**config.mk**
```make
export PLATFORM = sky130hd
export DESIGN_NAME = counter_frequency_div_prog
export DESIGN_NICKNAME = d
export VERILOG_FILES = /design/src/rtl/counter_frequency_div_prog.sv
export SDC_FILE = /design/constraint.sdc
export NUM_CORES = 1
export LEC_CHECK = 0
export BUFFER_PORTS_ARGS = -buffer_cell sky130_fd_sc_hd__buf_2
export CORE_ASPECT_RATIO = 2
export CORE_MARGIN = 2
export CORE_UTILIZATION = 35
export CTS_BUF_LIST = sky130_fd_sc_hd__clkbuf_8 sky130_fd_sc_hd__clkbuf_16
export DETAILED_ROUTE_END_ITERATION = 6
export GPL_TIMING_DRIVEN = 0
export SLEW_MARGIN = 5
export SYNTH_ARGS = -nofsm -noshare
export SYNTH_HDL_FRONTEND = slang
export SYNTH_SLANG_ARGS = --single-unit
```
**constraint.sdc**
```tcl
create_clock -name clk -period 2.9 [get_ports clk]
set_clock_uncertainty 0.05 [all_clocks]
set_input_delay 0.29 -clock clk [delete_from_list [all_inputs] [get_ports clk]]
set_output_delay 0.29 -clock clk [all_outputs]
set_load 0.1 [all_outputs]
```
**src/rtl/counter_frequency_div_prog.sv**
```systemverilog
// Runtime-programmable clock-enable divider: one-cycle tick every N enabled cycles,
// glitch-free divisor reload at period boundaries. Define CLKDIV_SQUARE_OUT_EN for the square-wave output.
module counter_frequency_div_prog #(
    parameter int WIDTH       = 16,
    parameter int DEFAULT_DIV = 100
) (
    input  logic             clk,
    input  logic             rst_n,
    input  logic             en,
    input  logic [WIDTH-1:0] div_in,
    input  logic             div_load,
    output logic             div_busy,
    output logic             div_err,
    output logic             tick,
    output logic             out,
    output logic [WIDTH-1:0] count
);

    generate
        if (DEFAULT_DIV < 1 || longint'(DEFAULT_DIV) > ((longint'(1) << WIDTH) - 1)) begin : g_bad_default
            $error("DEFAULT_DIV must be in 1 .. 2**WIDTH-1");
        end
    endgenerate

    localparam logic [WIDTH-1:0] DEF_DIV = WIDTH'(DEFAULT_DIV);

    logic [WIDTH-1:0] div_cur_q, div_cur_d;
    logic [WIDTH-1:0] div_pend_q, div_pend_d;
    logic             pend_v_q, pend_v_d;
    logic [WIDTH-1:0] count_q, count_d;
    logic             tick_q, tick_d;
    logic             err_q, err_d;

    logic             load_ok, wrap, apply;
    logic [WIDTH-1:0] nxt_div;

    // A load on the applying edge bypasses the pending register.
    assign load_ok = div_load && (div_in != '0);
    assign wrap    = en && (count_q == div_cur_q - 1'b1);
    assign nxt_div = load_ok ? div_in : div_pend_q;
    assign apply   = (load_ok || pend_v_q) && (wrap || !en);

    always_comb begin
        div_cur_d  = div_cur_q;
        div_pend_d = div_pend_q;
        pend_v_d   = pend_v_q;
        count_d    = count_q;
        tick_d     = 1'b0;
        err_d      = div_load && (div_in == '0);

        if (load_ok) begin
            div_pend_d = div_in;
            pend_v_d   = 1'b1;
        end

        if (en) begin
            count_d = wrap ? '0 : count_q + 1'b1;
            tick_d  = wrap;
        end

        if (apply) begin
            div_cur_d = nxt_div;
            pend_v_d  = 1'b0;
            count_d   = '0;
        end
    end

    always_ff @(posedge clk) begin
        if (!rst_n) begin
            div_cur_q  <= DEF_DIV;
            div_pend_q <= '0;
            pend_v_q   <= 1'b0;
            count_q    <= '0;
            tick_q     <= 1'b0;
            err_q      <= 1'b0;
        end else begin
            div_cur_q  <= div_cur_d;
            div_pend_q <= div_pend_d;
            pend_v_q   <= pend_v_d;
            count_q    <= count_d;
            tick_q     <= tick_d;
            err_q      <= err_d;
        end
    end

`ifdef CLKDIV_SQUARE_OUT_EN
    logic             out_q, out_d;
    logic [WIDTH:0]   half_div;

    // ceil(N/2) in WIDTH+1 bits so N = 2**WIDTH-1 cannot overflow.
    assign half_div = ({1'b0, div_cur_q} + (WIDTH+1)'(1)) >> 1;

    always_comb begin
        out_d = out_q;
        if (en) begin
            out_d = ({1'b0, count_d} < half_div);
        end else if (apply) begin
            out_d = 1'b0;
        end
    end

    always_ff @(posedge clk) begin
        if (!rst_n) begin
            out_q <= 1'b0;
        end else begin
            out_q <= out_d;
        end
    end

    assign out = out_q;
`else
    assign out = 1'b0;
`endif

    assign div_busy = pend_v_q;
    assign div_err  = err_q;
    assign tick     = tick_q;
    assign count    = count_q;

endmodule

```
* Word-level counts from Yosys, hierarchy flattened
Cells that the tools add are included.
** Word-level totals
- Bits in registers :: 51
** Cells by class
- Reduce and logical (&&, ||, !) cells :: 11
- Add/subtract/negate cells :: 2
- Muxes and demuxes :: 2
- Equality and inequality tests :: 1
- Bitwise operators :: 1
** Operators with widths (number)
- two-way mux 16 bit :: 2
- adder 16 x 1 -> 16 bit, second input constant :: 1
- == test 16 bit :: 1
- logical NOT 16 bit :: 1
- nonzero test 16 bit :: 1
- subtractor 16 x 1 -> 16 bit, second input constant :: 1
- logical AND 1 bit :: 4
- logical OR 1 bit :: 2
- AND reduction 2 bit :: 1
- OR reduction 2 bit :: 1
- logical NOT 1 bit :: 1
- NOT 1 bit :: 1

* Logic depth before layout (Yosys ltp)
- Word-level depth :: 6
- Gate-level depth with buffers :: 13

* Least setup slack after synthesis
No wires, ideal clock.
- Path kind :: reg-to-reg
- From :: reg count_q[2] (netlist: count[2])
- To :: reg div_cur_q[10]
- Period minus slack after synthesis :: 3.134 ns
- Data arrival time :: 2.945 ns
- Stages on the path, launching flop included :: 10
- Setup slack :: -0.234 ns
- Setup time :: 0.138 ns
- Cells stage by stage :: dfxtp_1 > clkbuf_1 > nand4bb_1 > a211oi_1 > nand4b_1 > nor4_1 > nand4_2 > buf_6 > a211oi_2 > nor3_2
** On the way
- Longest elaborated chain between the ends :: 4
** RTL lines
- from (decl) :: RTL line 30 : logic [WIDTH-1:0] count_q, count_d;
- from (signal assigned) :: RTL line 80 : count_q <= count_d;
- == test 16 bit :: RTL line 39 : assign wrap = en && (count_q == div_cur_q - 1'b1);
- logical AND 1 bit :: RTL line 39
- logical OR 1 bit :: RTL line 41 : assign apply = (load_ok || pend_v_q) && (wrap || !en);
- logical AND 1 bit :: RTL line 41
- to (signal assigned) :: RTL line 77 : div_cur_q <= div_cur_d;
- to (decl) :: RTL line 27 : logic [WIDTH-1:0] div_cur_q, div_cur_d;
Every way passes these cells.
A chain may end at the register's enable or synchronous reset.

* Worst setup path after layout
- From :: reg div_cur_q[4]
- To :: reg div_cur_q[10]
** On the way
- Longest elaborated chain between the ends :: 5
** RTL lines (RTL line)
- subtractor 16 x 1 -> 16 bit :: 39
- == test 16 bit :: 39
- logical AND 1 bit :: 39
- logical OR 1 bit :: 41
- logical AND 1 bit :: 41
Every way passes these cells.

==> results.md <==
* Outcome: complete, no violations
* Compound-gate portion of the synthesized area at 16.22%
* Total GRT Usage at 17.48%
* First-pass GRT wire length at 12.06 mm
* Initial Util at 35.67%
* Slew margin rel. at 51.64%
* Hold Vio Cnt, Final at 0
* Vias in the first global route at 2497
* FF+latch count, synth at 51
* Clk sink count at 51
* Worst Tran Pin Value at 0.7254 ns
* Routed vias/inst at 5.356
* DR vias at 2405
* GP Congestion at 0.7897
* Synth Area in XOR/XNOR at 10.52%
* Post-Synth Simple-Gate Area at 24.72%
* Synth Instances at 305
* Fmax at 359.6 MHz
* Clk Latency, worst-skew pair at 0.30 ns
* Crit Path Max Fanout at 10
* CTS tree: built
* Post-synthesis sequential area ratio at 35.02%
* Max-cap violation count at 0
* ANT nets after route at 0
* Endpoints failing setup at 0
* Syn_area_per_cell at 9.558 um2
* Drt pass-1 iters at 4
* Total Power at 1.670 mW
* # DRC at 0
* Post-Syn Nets at 327
* Nets at 372
* Layout cells sized above 1 at 38.18%
* Largest family of logic cells by synthesized area: simple AND/OR/NAND/NOR gates
* Critical Path End Type: flop
* Fillers at 831
* Num CTS Buffers at 5
* Number of port buffers at 38
* Site row count at 47
* Clock Pin Slew Worst Setup and Hold Paths at 0.07 ns
* Final Max Tran Viols at 0
* Die height at 133.1 um
* Synth async-reset ratio at 0%
* Syn. warnings at 0
* Setup ws final at 0.1189 ns
* Post-synth EDFFs at 0
* Htree depth at 2
* Worst hold-check path type: primary input to flop
* Post-Route WL at 7.230 mm
* Initial antenna violation count at 0
* CTS Hold Bufs at 0
* Ports at 40
* Synth-to-Final Area Change at 23.05%
* CTS Root Cell: clkbuf_16
* Mapped cell area at 0.002915 mm2
* Max VDD drop at 0.4343 mV
* Avg WL per Cell at 16.10 um
* WP data arrival at 2.95 ns
* Bufs on Longest Clock Path at 2
* Chip Width at 68.54 um
* Setup tns final at 0 ns
* Post-synthesis mux area share at 6.352%
* First DRT Iteration DRCs at 78
* DIE AREA at 0.009120 mm2
* Largest net degree at the start of global routing at 16
* Fin crit share at 95.90%
* Core Box Area at 0.008174 mm2
* Dpl hpwl at 5.701 mm
* Distinct cells, synth at 54
* Leak Pwr at 1.333 nW
* GR Overflow Total at 0
* Placement Setup Slack at -0.3099 ns
* Post-Synth Adder-Cell Area at 0.8584%
* Crit path launch type: flop
* Power per cell area at 465.5 mW/mm2
* Req. time, crit path at 3.07 ns
* Final worst path period need at 2.781 ns
* Main flop type after synthesis: dfxtp_1
* WS Path Type: flop to flop
* N_diodes at 0
synth_stat cells (2+ instances only):
cell | instances | share of area (%)
and2_1 | 14 | 3.0
nor3_1 | 10 | 1.7
nor3_2 | 10 | 3.4
buf_2 | 2 | 0.34
a211oi_2 | 11 | 4.7
a211oi_1 | 17 | 4.4
o21ai_0 | 2 | 0.34
nand3_1 | 6 | 1.0
nand4_1 | 6 | 1.3
dfxtp_1 | 51 | 35
a22oi_1 | 2 | 0.51
and3_1 | 6 | 1.3
mux2_2 | 12 | 4.6
clkbuf_1 | 13 | 1.7
nor4_1 | 6 | 1.3
buf_6 | 6 | 2.3
a31oi_1 | 3 | 0.64
buf_1 | 2 | 0.26
o21ai_2 | 2 | 0.60
mux2i_1 | 5 | 1.7
nor2b_1 | 5 | 1.1
nor4_2 | 3 | 1.3
nor4b_1 | 2 | 0.60
a211o_1 | 2 | 0.60
xnor2_1 | 13 | 3.9
nor2_2 | 10 | 2.1
nand4b_1 | 2 | 0.60
xor2_1 | 22 | 6.6
nand2_1 | 11 | 1.4
ha_1 | 2 | 0.86
inv_1 | 5 | 0.64
nor2_1 | 17 | 2.2
or2_2 | 2 | 0.43
a2111oi_0 | 3 | 0.90
final timing paths:
kind                               startpoint  slack [ns]  cells after the start       endpoint
worst max-delay path             div_cur_q[4]        0.12                      9  div_cur_q[10]
worst min-delay path                 div_load        0.16                      3        div_err
worst max register to register   div_cur_q[4]        0.12                      9  div_cur_q[10]
worst min register to register  div_pend_q[0]        0.45                      2  div_pend_q[0]
placed cells by master, fill, tap and decap left out, types with 11 or more instances in the layout:
cell type / Yosys / final
nor2_1: 17 / 17
mux2_2: 12 / 12
buf_2: 2 / 40
and2_1: 14 / 14
a211oi_2: 11 / 16
dfxtp_1: 51 / 47
nand2_1: 11 / 11
xnor2_1: 13 / 13
xor2_1: 22 / 22
worst max-delay path, cell delays in order (launching register included):
cell      delay (ns)
dfxtp_1         0.44
nor4_4          0.36
nand2_2         0.14
or4_1           0.58
a211oi_4        0.34
and4_1          0.26
buf_6           0.15
buf_12          0.15
a211oi_2        0.07
nor3_2          0.16
timing repair:
| item | in CTS | in global routing |
|---|---|---|
| pin swaps | 2 | 8 |
| gates resized for setup | 12 | 22 |
| buffers inserted | 3 | 1 |
| endpoints found under the setup margin | 33 | 32 |
| hold endpoints to repair | 0 | 0 |
per-stage QoR:
stage	std cells	cell area, um2	hold WS, ns	utilization (%)
2_1_floorplan	305	2918	0.3538	-
3_3_place_gp	441	3231	0.4274	39.52
3_5_place_dp	441	3231	0.4343	39.52
4_1_cts	451	3461	0.1674	42.34
5_1_grt	449	3587	0.2102	43.88
6_report	449	3587	0.1641	43.88
kinds of logic after synthesis:
logic type                 count (synthesis)
AOI/OAI and AO/OA                         53
other                                      1
xor gates and xnor gates                  35
and+or+nand+nor                          116
muxes                                     17
DFF                                       51
adders and majority gates                  2
buffers and inverters                     30
power breakdown:
group          switching, mW  internal [mW]
clock                  0.273          0.316
sequential            0.0363          0.732
combinational          0.179          0.134
per-layer routing:
| layer | part of all wire, % | global-route usage, % |
|---|---|---|
| met5 | 0 | 0 |
| met4 | 4.6 | 9.667 |
| met3 | 2.8 | 2.551 |
| met2 | 59 | 32.69 |
| met1 | 34 | 16.90 |
registers in the layout, indices dropped and copies added, names as in the netlist:
signal / cells
count: 16
tick: 1
div_pend_q: 16
div_busy: 1
div_cur_q: 16
div_err: 1
area by class of cell:
type                            instances  area, um2  share of cell area [%]
Multi-Input combinational cell        224       1912                   53.30
Sequential cell                        51       1026                   28.60
Timing Repair Buffer                   42      220.2                   6.139
Buffer                                 21      146.4                   4.081
Clock buffer                            5      125.1                   3.488
Tap cell                               98      122.6                   3.418
Inverter                                5      18.77                  0.5232
Clock inverter                          3      16.27                  0.4534
No activity file was read; power rests on OpenSTA's default activity.
